**src/rtl/tone_decoder.sv**
```systemverilog
// -----------------------------------------------------------------------------
// tone_decoder
//   Listens to a square-wave tone on audio_in and measures its period in
//   CLK_50M cycles. Works out which of the 8 organ notes (Do..DO2) is playing.
//   Reports the note as the organ's 4-bit switch code and as 4 ASCII chars.
//
// Ports
//   CLK_50M       in   1   system clock
//   Reset         in   1   synchronous, active-high reset
//   audio_in      in   1   asynchronous square-wave tone
//   note_code     out  4   switch code of the detected note, 4'b0000 = Off
//   info          out  32  ASCII text, MS byte = first char
//   note_valid    out  1   high while note_code != 0
//   note_changed  out  1   one-cycle pulse when note_code/info change
//   period_out    out  18  last measured full period, CLK_50M cycles
//
// Parameters
//   TOL           +/- acceptance window around each nominal period
//   MATCH_COUNT   equal consecutive classifications needed before outputs move
//   TIMEOUT       cycles without a rising edge before the tone counts as Off
//   DEGLITCH_CYC  input stability requirement (only with TONE_DEGLITCH_EN)
//   NOM           nominal periods, index 0 = Do ... index 7 = DO2
//
// Build option
//   TONE_DEGLITCH_EN  when defined, a stability filter sits after the
//                     synchronizer. Rise latency grows by DEGLITCH_CYC and the
//                     measured period does not change.
// -----------------------------------------------------------------------------
module tone_decoder #(
  parameter int              TOL          = 1024,
  parameter int              MATCH_COUNT  = 2,
  parameter int              TIMEOUT      = 200000,
  parameter int              DEGLITCH_CYC = 8,
  parameter logic [7:0][17:0] NOM         = {18'd47802, 18'd50660, 18'd56820, 18'd63858,
                                             18'd71634, 18'd75874, 18'd85180, 18'd93986}
) (
  input  logic        CLK_50M,
  input  logic        Reset,
  input  logic        audio_in,
  output logic [3:0]  note_code,
  output logic [31:0] info,
  output logic        note_valid,
  output logic        note_changed,
  output logic [17:0] period_out
);

  localparam int           MW      = (MATCH_COUNT > 1) ? $clog2(MATCH_COUNT + 1) : 1;
  localparam logic [MW-1:0] MC     = MW'(MATCH_COUNT);
  localparam logic [17:0]  TMO     = 18'(TIMEOUT);
  localparam logic [18:0]  TOL_W   = 19'(TOL);
  localparam logic [31:0]  OFF_TXT = 32'h4F666620;  // "Off "

  // Switch codes in the same order as NOM (Do first).
  localparam logic [7:0][3:0] CODE = {4'b1001, 4'b1011, 4'b1111, 4'b1101,
                                      4'b0101, 4'b0111, 4'b0011, 4'b0001};

  typedef enum logic [1:0] {S_OFF, S_ARMED, S_TRACK} state_t;

  // Maps a switch code to its display text. Unknown codes read as Off.
  function automatic logic [31:0] code_txt(input logic [3:0] c);
    logic [31:0] t;
    case (c)
      4'b0001: t = 32'h446F2020;  // "Do  "
      4'b0011: t = 32'h52652020;  // "Re  "
      4'b0111: t = 32'h4D692020;  // "Mi  "
      4'b0101: t = 32'h46612020;  // "Fa  "
      4'b1101: t = 32'h536F2020;  // "So  "
      4'b1111: t = 32'h4C612020;  // "La  "
      4'b1011: t = 32'h53692020;  // "Si  "
      4'b1001: t = 32'h444F3220;  // "DO2 "
      default: t = OFF_TXT;
    endcase
    return t;
  endfunction

  // First note whose window contains p. The scan runs high to low, so the
  // lowest index wins when windows overlap.
  function automatic logic [3:0] classify(input logic [18:0] p);
    logic [3:0]  c;
    logic [18:0] nom;
    logic [18:0] diff;
    c = 4'b0000;
    for (int i = 7; i >= 0; i--) begin
      nom  = {1'b0, NOM[i]};
      diff = (p >= nom) ? (p - nom) : (nom - p);
      if (diff <= TOL_W) c = CODE[i];
    end
    return c;
  endfunction

  // ---------------------------------------------------------------------------
  // Input conditioning: 2-FF synchronizer, optional deglitch, rise detect
  // ---------------------------------------------------------------------------
  logic s1_q, s2_q;
  logic lvl;

  always_ff @(posedge CLK_50M) begin
    if (Reset) begin
      s1_q <= 1'b0;
      s2_q <= 1'b0;
    end else begin
      s1_q <= audio_in;
      s2_q <= s1_q;
    end
  end

`ifdef TONE_DEGLITCH_EN
  localparam int            DW = $clog2(DEGLITCH_CYC + 1);
  localparam logic [DW-1:0] DLAST = DW'(DEGLITCH_CYC - 1);

  logic          filt_q;
  logic [DW-1:0] stab_q;

  // stab_q counts cycles in which the synchronized level has differed from the
  // filtered level. Any return to the old level restarts the count, so only a
  // level held for DEGLITCH_CYC cycles gets through.
  always_ff @(posedge CLK_50M) begin
    if (Reset) begin
      filt_q <= 1'b0;
      stab_q <= '0;
    end else if (s2_q == filt_q) begin
      stab_q <= '0;
    end else if (stab_q == DLAST) begin
      filt_q <= s2_q;
      stab_q <= '0;
    end else begin
      stab_q <= stab_q + 1'b1;
    end
  end

  assign lvl = filt_q;
`else
  assign lvl = s2_q;
`endif

  logic prev_q, rise_q;

  always_ff @(posedge CLK_50M) begin
    if (Reset) begin
      prev_q <= 1'b0;
      rise_q <= 1'b0;
    end else begin
      prev_q <= lvl;
      rise_q <= lvl & ~prev_q;
    end
  end

  // ---------------------------------------------------------------------------
  // Period counter. Cleared by a rise and saturating at TIMEOUT. In the rise
  // cycle it holds (period - 1).
  // ---------------------------------------------------------------------------
  logic [17:0] cnt_q;

  always_ff @(posedge CLK_50M) begin
    if (Reset)              cnt_q <= '0;
    else if (rise_q)        cnt_q <= '0;
    else if (cnt_q != TMO)  cnt_q <= cnt_q + 18'd1;
  end

  logic [18:0] p_c;
  assign p_c = {1'b0, cnt_q} + 19'd1;

  // ---------------------------------------------------------------------------
  // Candidate tracking for the current measurement
  // ---------------------------------------------------------------------------
  state_t         state_q;
  logic [3:0]     cand_q;
  logic [MW-1:0]  match_q;
  logic [3:0]     code_q;
  logic [31:0]    info_q;
  logic           valid_q;
  logic           chg_q;
  logic [17:0]    per_q;

  logic [3:0]     cls_c;
  logic [3:0]     cand_d;
  logic [MW-1:0]  match_d;

  always_comb begin
    cls_c   = classify(p_c);
    cand_d  = cls_c;
    match_d = MW'(1);
    if (cls_c == cand_q) begin
      cand_d  = cand_q;
      match_d = (match_q == MC) ? match_q : match_q + 1'b1;
    end
  end

  // ---------------------------------------------------------------------------
  // Control FSM with registered outputs. A rise takes priority over a timeout
  // in the same cycle: the counter clears and the period is measured.
  // ---------------------------------------------------------------------------
  always_ff @(posedge CLK_50M) begin
    if (Reset) begin
      state_q <= S_OFF;
      cand_q  <= 4'b0000;
      match_q <= '0;
      code_q  <= 4'b0000;
      info_q  <= OFF_TXT;
      valid_q <= 1'b0;
      chg_q   <= 1'b0;
      per_q   <= '0;
    end else begin
      chg_q <= 1'b0;
      if (rise_q) begin
        case (state_q)
          S_OFF: state_q <= S_ARMED;  // first edge only starts the counter
          default: begin
            // An ARMED rise measures the first full period, just like TRACK.
            state_q <= S_TRACK;
            per_q   <= p_c[17:0];
            cand_q  <= cand_d;
            match_q <= match_d;
            if (match_d == MC && cand_d != code_q) begin
              code_q  <= cand_d;
              info_q  <= code_txt(cand_d);
              valid_q <= (cand_d != 4'b0000);
              chg_q   <= 1'b1;
            end
          end
        endcase
      end else if (cnt_q == TMO && state_q != S_OFF) begin
        state_q <= S_OFF;
        cand_q  <= 4'b0000;
        match_q <= '0;
        if (code_q != 4'b0000) begin
          code_q  <= 4'b0000;
          info_q  <= OFF_TXT;
          valid_q <= 1'b0;
          chg_q   <= 1'b1;
        end
      end
    end
  end

  assign note_code    = code_q;
  assign info         = info_q;
  assign note_valid   = valid_q;
  assign note_changed = chg_q;
  assign period_out   = per_q;

endmodule

```
**config.mk**
```make
export PLATFORM = sky130hd
export DESIGN_NAME = tone_decoder
export DESIGN_NICKNAME = d
export VERILOG_FILES = /design/src/rtl/tone_decoder.sv
export SDC_FILE = /design/constraint.sdc
export NUM_CORES = 1
export LEC_CHECK = 0
export ABC_AREA = 1
export CORE_ASPECT_RATIO = 2
export CORE_UTILIZATION = 30
export CTS_BUF_LIST = sky130_fd_sc_hd__clkbuf_4 sky130_fd_sc_hd__clkbuf_8
export CTS_CLUSTER_DIAMETER = 100
export DETAILED_ROUTE_END_ITERATION = 10
export GPL_TIMING_DRIVEN = 0
export PLACE_DENSITY = 0.56
export SYNTH_ARGS = -nofsm -noshare
export SYNTH_HDL_FRONTEND = slang
export SYNTH_SLANG_ARGS = --single-unit
```
**constraint.sdc**
```tcl
create_clock -name CLK_50M -period 4.55 [get_ports CLK_50M]
set_clock_uncertainty 0.2 [all_clocks]
set_input_delay 0.91 -clock CLK_50M [delete_from_list [all_inputs] [get_ports CLK_50M]]
set_output_delay 0.91 -clock CLK_50M [all_outputs]
set_load 0.01 [all_outputs]
```
==> results of run 1 <==
cell usage after synthesis, types with 4 or more instances:
library cell	n
sky130_fd_sc_hd__nor2_1	256
sky130_fd_sc_hd__buf_6	7
sky130_fd_sc_hd__clkbuf_1	15
sky130_fd_sc_hd__o21ai_0	63
sky130_fd_sc_hd__nand3_1	272
sky130_fd_sc_hd__xor2_1	104
sky130_fd_sc_hd__buf_2	35
sky130_fd_sc_hd__buf_1	9
sky130_fd_sc_hd__nand2_2	44
sky130_fd_sc_hd__ha_1	15
sky130_fd_sc_hd__inv_2	24
sky130_fd_sc_hd__clkinv_1	6
sky130_fd_sc_hd__o21ai_1	9
sky130_fd_sc_hd__nor2_4	16
sky130_fd_sc_hd__o21ai_2	4
sky130_fd_sc_hd__o211ai_1	9
sky130_fd_sc_hd__nand2_1	782
sky130_fd_sc_hd__buf_4	32
sky130_fd_sc_hd__nor3_1	14
sky130_fd_sc_hd__inv_1	144
sky130_fd_sc_hd__nand3_2	10
sky130_fd_sc_hd__nand3b_1	9
sky130_fd_sc_hd__dfxtp_1	66
sky130_fd_sc_hd__a21oi_1	50
sky130_fd_sc_hd__nand4_1	47
sky130_fd_sc_hd__nand2_4	4
sky130_fd_sc_hd__nor2_2	19
cells by family after synthesis:
family | Yosys count | synth area share
compound gates | 150 | 0.0759
xor+xnor | 104 | 0.0825
other cells | 2 | 0.000680
buf+inv | 272 | 0.112
flops | 66 | 0.120
fa+ha+maj | 15 | 0.0170
simple gates | 1486 | 0.592
sequential cells by signal, summed over array words and instances, names as in the netlist:
name / count
note_valid: 1
note_code: 4
s1_q: 1
prev_q: 1
cnt_q: 18
lvl: 1
state_q: 2
note_changed: 1
cand_q: 4
period_out: 18
match_q: 2
rise_q: 1
info: 12
final cells by class:
cell class / count / share of cell area
Clock buffer: 9 / 0.00817
Inverter: 174 / 0.0460
Buffer: 98 / 0.0522
Multi-Input combinational cell: 1774 / 0.669
Tap cell: 454 / 0.0375
Timing Repair Buffer: 157 / 0.0931
Clock inverter: 7 / 0.00553
Antenna cell: 1 / 0.000165
Sequential cell: 66 / 0.0885
per-layer routing:
metal	track usage	part of all wire	up-vias
li1	-	-	7027
met3	0.0619	0.060	345
met2	0.721	0.48	753
met5	0	0	-
met1	0.398	0.32	7155
met4	0.439	0.14	0
repair_timing:
item,4_1_cts,5_1_grt
endpoints found under the setup margin,24,21
buffers inserted,63,51
gates resized for setup,368,158
pin swaps,84,72
hold endpoints to repair,0,0
gates cloned,2,2
worst max-delay path: cells and delay by family, from the launching register on:
kind                     cells  cell delay, ns
AO/OA/AOI/OAI                1            0.11
adder cells (fa/ha/maj)      2            0.45
buffers and inverters        6            0.76
flip-flops                   1            0.38
AND/OR/NAND/NOR             23            2.61
through the flow:
stage,setup slack [ns],utilization
final,-0.103,0.416
after CTS,-0.0427,0.389
after detailed placement,-2.65,0.331
after global routing,-0.261,0.416
after floorplan,0.0970,-
after global placement,-2.66,0.331
final timing paths:
kind                          endpoint  cells past startpoint             startpoint  slack (ns)
max          note_code[1]$_SDFFE_PP0P_                     32  cnt_q[0]$_SDFFE_PP0P_       -0.10
min                  rise_q$_SDFF_PP0_                      1      prev_q$_SDFF_PP0_        0.20
max reg2reg  note_code[1]$_SDFFE_PP0P_                     32  cnt_q[0]$_SDFFE_PP0P_       -0.10
min reg2reg          rise_q$_SDFF_PP0_                      1      prev_q$_SDFF_PP0_        0.20
power by group:
group / switching [mW] / internal [mW] / leakage [nW]
Combinational: 0.202 / 0.109 / 6.50
Sequential: 0.00582 / 0.581 / 0.539
Clock: 0.298 / 0.264 / 0.103
==> qor.log, run 1 <==
INFO  timing         fin_worst_hold_slack=0.195ns
INFO  clock_network  clock_pin_slew_of_the_registers_on_the_worst_case_setup_and_hold_paths=0.09ns
INFO  worst_setup_path critical_path.max_stage_delay=0.38ns
INFO  drt            drt_drc_violations_left=0
INFO  global_routing global_route.usage.total=0.416
INFO  cells_and_area commonest_non_fill_non_tap_cell_in_the_layout=sky130_fd_sc_hd__nand2_1
INFO  pwr            vdd.ir_drop.worst=0.000186V
INFO  timing         achievable-frequency=0.215GHz
INFO  pwr            power.leakage=7.14nW
INFO  run_status     failed_checks=negative setup slack
INFO  worst_setup_path timing.critical_path.fanout_max=10
INFO  timing         fin_setup_tns=-1.46ns
INFO  cells_and_area total_area_of_multi_input_combinational_cells=10100squm
INFO  clock_network  tritoncts=done
INFO  yosys          synth_top_area_cell=sky130_fd_sc_hd__nand2_1
INFO  drt            detail_route.vias_per_cell=5.58
INFO  timing         layout_min_cycle_time=4.65ns
INFO  timing         report.final.setup_viol=18
INFO  cells_and_area final_cell_count_without_fillers=2740
INFO  drt            route.antenna.remaining_nets=0
INFO  worst_hold_path hold_path_class=register to register
INFO  yosys          async_flop_share=0
INFO  timing         slew_violations=0
INFO  drt            routed_wire_length_per_instance=28.4um
INFO  placement      dpl-instance-area=12100squm
INFO  yosys          ys_ff_latch=66
INFO  timing         final.setup.worst_slack=-0.103ns
INFO  clock_network  cts.sink_count=66
INFO  global_routing grt_overflow=0
INFO  drt            detail_route.first_pass.iterations=6
INFO  worst_setup_path timing_worst_setup_path_type=register to register
INFO  cells_and_area drive_above_1_share=0.272
INFO  global_routing grt_max_degree=15
INFO  drt            initialDrtViolationCount=1190
INFO  cells_and_area most-common-layout-cells=sky130_fd_sc_hd__nand2_1, sky130_fd_sc_hd__nand3_1, sky130_fd_sc_hd__nor2_1
INFO  die            initial_core_util=0.303
INFO  worst_setup_path critical_path.startpoint_type=register
INFO  yosys          synthesis.area_per_instance=5.27squm
INFO  run_status     status=finished with violations
INFO  yosys          postSynthCellCount=2095
INFO  worst_setup_path timing.critical_path.slowest_stage_cell=sky130_fd_sc_hd__dfxtp_4
INFO  drt            num_vias=15300
INFO  yosys          yosys.cell_types.count=45
INFO  placement      dpl.hpwl=60500um
INFO  cells_and_area num-nets-final=2298
INFO  die            floorplan.die_area=37600squm
INFO  pwr            power-per-cell-area=96.3nW/um^2
INFO  timing         relSlewSlack=0.326
INFO  cells_and_area layout.area.seq=1340squm
INFO  worst_setup_path worst_setup_path_end_kind=register
INFO  global_routing antenna_found_initial=0
INFO  clock_network  cts.root.buffer_cell=sky130_fd_sc_hd__clkbuf_8
INFO  die            top_level_ports=59
INFO  global_routing first_global_vias=14900
INFO  yosys          synth_seq_area_share=0.120
INFO  timing         hold_violations=0
INFO  die            chipHeight=273um
INFO  die            placeableCoreArea=36400squm
INFO  yosys          yosys_top_cell_area_share=0.266
INFO  yosys          netlist_area=11000squm
INFO  global_routing global_route_wire_length_before_repair=107000um
INFO  clock_network  clockBufferDepth=2
INFO  clock_network  cts_max_level=3
INFO  worst_setup_path crit_path_frequent_cell=sky130_fd_sc_hd__nand2_4
INFO  timing         worst_pin_slew=1.01ns
INFO  cells_and_area n_fill_cell=4113
INFO  worst_setup_path arrival=4.74ns
INFO  timing         finalCritPeriodShare=1.02
INFO  clock_network  number_of_clock_buffers_inserted_by_tritoncts=9
INFO  die            die_width=138um
INFO  clock_network  clk_latency=0.39ns
INFO  yosys          synthesis_warnings=0
INFO  drt            drt_wl_total=77800um
INFO  yosys          leading_post_synthesis_cells_by_cell_area=sky130_fd_sc_hd__nand2_1, sky130_fd_sc_hd__nand3_1, sky130_fd_sc_hd__dfxtp_1, sky130_fd_sc_hd__nor2_1, sky130_fd_sc_hd__xor2_1
INFO  timing         grt_setup_unrepaired=yes
INFO  yosys          yosys_most_used_dff=sky130_fd_sc_hd__dfxtp_1
INFO  placement      port-buffer-count=40
INFO  die            fp-row-count=99
INFO  placement      placed_cells=2605
INFO  flow_run       cap_viol_max_count=0
INFO  placement      replace_congestion=1.07
INFO  worst_setup_path worst_ep_required_time=4.64ns
INFO  yosys          synth-edff-count=0
INFO  pwr            totalPowerFinal=1.46mW
INFO  clock_network  cts_hold_buf=0
INFO  cells_and_area area_delta_synth_final=37.3%
INFO  cells_and_area stdcell_area=15200squm
No activity file was read; power rests on OpenSTA's default activity.
==> run 2: changes to the inputs <==
- SETUP_SLACK_MARGIN: default -> 0.4
==> qor.log, run 2 (synthesis gave the netlist of run 1 again) <==
INFO  timing         slew_violations=0
INFO  cells_and_area area_delta_synth_final=45.2%
INFO  flow_run       cap_viol_max_count=0
INFO  worst_hold_path hold_path_depth=1
INFO  die            top_level_ports=59
INFO  worst_setup_path worst_setup_path_end_kind=register
INFO  drt            drt_drc_violations_left=0
INFO  clock_network  cts_max_level=3
INFO  drt            num_vias=15800
INFO  die            floorplan.die_area=37600squm
INFO  timing         final.setup.worst_slack=-0.0958ns
INFO  timing         relSlewSlack=0.449
INFO  global_routing global_route_wire_length_before_repair=112000um
INFO  global_routing grt_max_degree=15
INFO  timing         achievable-frequency=0.215GHz
INFO  die            chipHeight=273um
INFO  global_routing globalRouteMet1Util=0.398
INFO  placement      port-buffer-count=40
INFO  cells_and_area commonest_non_fill_non_tap_cell_in_the_layout=sky130_fd_sc_hd__nand2_1
INFO  pwr            power.leakage=7.57nW
INFO  placement      pre_cts_ws=-1.70ns
INFO  worst_setup_path timing.critical_path.fanout_max=7
INFO  placement      replace_congestion=1.04
INFO  die            fp-row-count=99
INFO  placement      dpl.hpwl=61400um
INFO  cells_and_area finish.utilization=0.440
INFO  worst_setup_path critical_path.max_stage_delay=0.41ns
INFO  worst_setup_path timing.critical_path.slowest_stage_cell=sky130_fd_sc_hd__dfxtp_4
INFO  pwr            power-per-cell-area=92.7nW/um^2
INFO  worst_setup_path r2r_cells=27
INFO  global_routing antenna_found_initial=1
INFO  drt            routed_wire_length_per_instance=29.1um
INFO  pwr            switching_share_of_power=0.358
INFO  run_status     failed_checks=negative setup slack
INFO  clock_network  number_of_clock_buffers_inserted_by_tritoncts=9
INFO  global_routing first_global_vias=15400
INFO  drt            route.antenna.remaining_nets=0
INFO  timing         finalCritPeriodShare=1.02
INFO  clock_network  cts.root.buffer_cell=sky130_fd_sc_hd__clkbuf_8
INFO  clock_network  cts.sink_count=66
INFO  global_routing global_route.usage.total=0.437
INFO  timing         fin_setup_tns=-1.21ns
INFO  run_status     status=finished with violations
INFO  worst_setup_path timing_worst_setup_path_type=register to register
INFO  drt            detail_route.vias_per_cell=5.66
INFO  drt            drt_wl_total=81000um
INFO  global_routing grt-busiest-layer=met2
INFO  worst_setup_path cp.buffers_inverters=4
INFO  pwr            power.sequential.fraction=0.395
INFO  die            placeableCoreArea=36400squm
INFO  timing         report.final.setup_viol=17
INFO  timing         grt_setup_unrepaired=yes
INFO  clock_network  clockBufferDepth=2
INFO  clock_network  tritoncts=done
INFO  worst_setup_path cp_top_family=simple AND/OR/NAND/NOR gates
INFO  drt            initialDrtViolationCount=1039
INFO  die            initial_core_util=0.303
INFO  pwr            pwr-share-clk=0.385
INFO  pwr            vdd.ir_drop.worst=0.000183V
INFO  worst_setup_path worstReg2RegStart=cnt_q[1]$_SDFFE_PP0P_
INFO  timing         worst_pin_slew=0.827ns
INFO  worst_setup_path critical_path.startpoint_type=register
INFO  pwr            cell_internal_pwr=0.954mW
INFO  worst_hold_path hold_path_class=register to register
INFO  die            die_width=138um
INFO  cells_and_area num-nets-final=2337
INFO  worst_setup_path worst_ep_required_time=4.64ns
INFO  pwr            netSwitchingPower=0.531mW
INFO  timing         layout_min_cycle_time=4.65ns
INFO  worst_setup_path ff2ff_setup_slack=-0.1ns
INFO  pwr            comb_power_share=0.220
INFO  global_routing grt_util_met2=0.736
INFO  drt            detail_route.first_pass.iterations=5
INFO  worst_hold_path holdCritStartpoint=prev_q$_SDFF_PP0_
INFO  worst_hold_path hold_end=rise_q$_SDFF_PP0_
INFO  clock_network  clock_pin_slew_of_the_registers_on_the_worst_case_setup_and_hold_paths=0.10ns
INFO  timing         hold_violations=0
INFO  global_routing grt_overflow=0
INFO  worst_setup_path arrival=4.74ns
INFO  clock_network  clk_latency=0.39ns
INFO  cells_and_area drive_above_1_share=0.297
INFO  global_routing gr-usage-met3=0.101
INFO  worst_setup_path worstReg2RegEnd=note_code[1]$_SDFFE_PP0P_
INFO  cells_and_area most-common-layout-cells=sky130_fd_sc_hd__nand2_1, sky130_fd_sc_hd__nand3_1, sky130_fd_sc_hd__nor2_1
run 2: repair_timing:
action / in CTS / in global routing
gates resized for setup: 505 / 115
hold buffers: 0 / 0
pin swaps: 97 / 81
setup buffers: 114 / 36
gates cloned: 7 / 0
setup endpoints to repair: 24 / 22
run 2: layer usage:
layer / share of wire / up-vias
met5: 0 / -
met4: 0.14 / 0
met3: 0.063 / 396
met2: 0.49 / 778
met1: 0.32 / 7445
li1: - / 7131
run 2: metrics by stage:
stage,area (sq um),instances,hold WS [ns],total power [mW]
2_1_floorplan,11100,2111,0.174,0.723
3_3_place_gp,12100,2605,0.183,0.801
3_5_place_dp,12100,2605,0.190,0.800
4_1_cts,15200,2742,0.205,1.46
5_1_grt,16000,2778,0.231,1.53
6_report,16000,2781,0.198,1.49
run 2: final cells by class:
cell class	instances	area [sq um]
inverters	174	698
clock inverters	7	82.6
plain buffers	98	853
flip-flops and latches	66	1340
multi-input cells	1775	10500
diodes	3	7.51
well taps	454	568
clock buffers	9	124
fillers	4136	20400
repair buffers	195	1870
run 2: worst max path at each step:
stage / startpoint / to / slack [ns] / cells past startpoint
2_1_floorplan: cnt_q[0]$_SDFFE_PP0P_ / info[14]$_SDFFE_PP1P_ / 0.42 / 32
3_3_place_gp: cnt_q[0]$_SDFFE_PP0P_ / info[14]$_SDFFE_PP1P_ / -1.75 / 25
3_5_place_dp: cnt_q[0]$_SDFFE_PP0P_ / info[9]$_SDFFE_PP1P_ / -1.70 / 30
4_1_cts: cnt_q[0]$_SDFFE_PP0P_ / note_code[2]$_SDFFE_PP0P_ / 0.09 / 29
5_1_grt: cnt_q[1]$_SDFFE_PP0P_ / note_code[1]$_SDFFE_PP0P_ / -0.29 / 32
6_report: cnt_q[1]$_SDFFE_PP0P_ / note_code[1]$_SDFFE_PP0P_ / -0.1 / 27
run 2: power by group through the flow:
stage	Combinational [mW]	Sequential [mW]	Clock [mW]
2_1_floorplan	0.123	0.599	0
3_3_place_gp	0.200	0.601	0
3_5_place_dp	0.198	0.602	0
4_1_cts	0.305	0.587	0.572
5_1_grt	0.342	0.587	0.597
6_report	0.326	0.587	0.573
run 2: worst reg2reg max path: stages (launching register included):
cell and delay, ns:
sky130_fd_sc_hd__dfxtp_4 0.41, sky130_fd_sc_hd__ha_4 0.18, sky130_fd_sc_hd__nand2_4 0.07, sky130_fd_sc_hd__nor2_4 0.20
sky130_fd_sc_hd__buf_6 0.15, sky130_fd_sc_hd__nand4_1 0.25, sky130_fd_sc_hd__nand2_8 0.22, sky130_fd_sc_hd__buf_6 0.12
sky130_fd_sc_hd__nand2_4 0.09, sky130_fd_sc_hd__nor2_1 0.23, sky130_fd_sc_hd__nand3_1 0.15, sky130_fd_sc_hd__o21ai_2 0.23
sky130_fd_sc_hd__o21ai_1 0.14, sky130_fd_sc_hd__nor2_1 0.13, sky130_fd_sc_hd__nor2_2 0.07, sky130_fd_sc_hd__nor2_4 0.11
sky130_fd_sc_hd__nand3_4 0.18, sky130_fd_sc_hd__nand2_4 0.18, sky130_fd_sc_hd__inv_2 0.07, sky130_fd_sc_hd__nand4_1 0.09
sky130_fd_sc_hd__nand2_1 0.09, sky130_fd_sc_hd__nor2_4 0.19, sky130_fd_sc_hd__nand4_4 0.12, sky130_fd_sc_hd__nor2_4 0.18
sky130_fd_sc_hd__nand2_4 0.12, sky130_fd_sc_hd__buf_6 0.20, sky130_fd_sc_hd__a21oi_2 0.11, sky130_fd_sc_hd__nor2_1 0.06
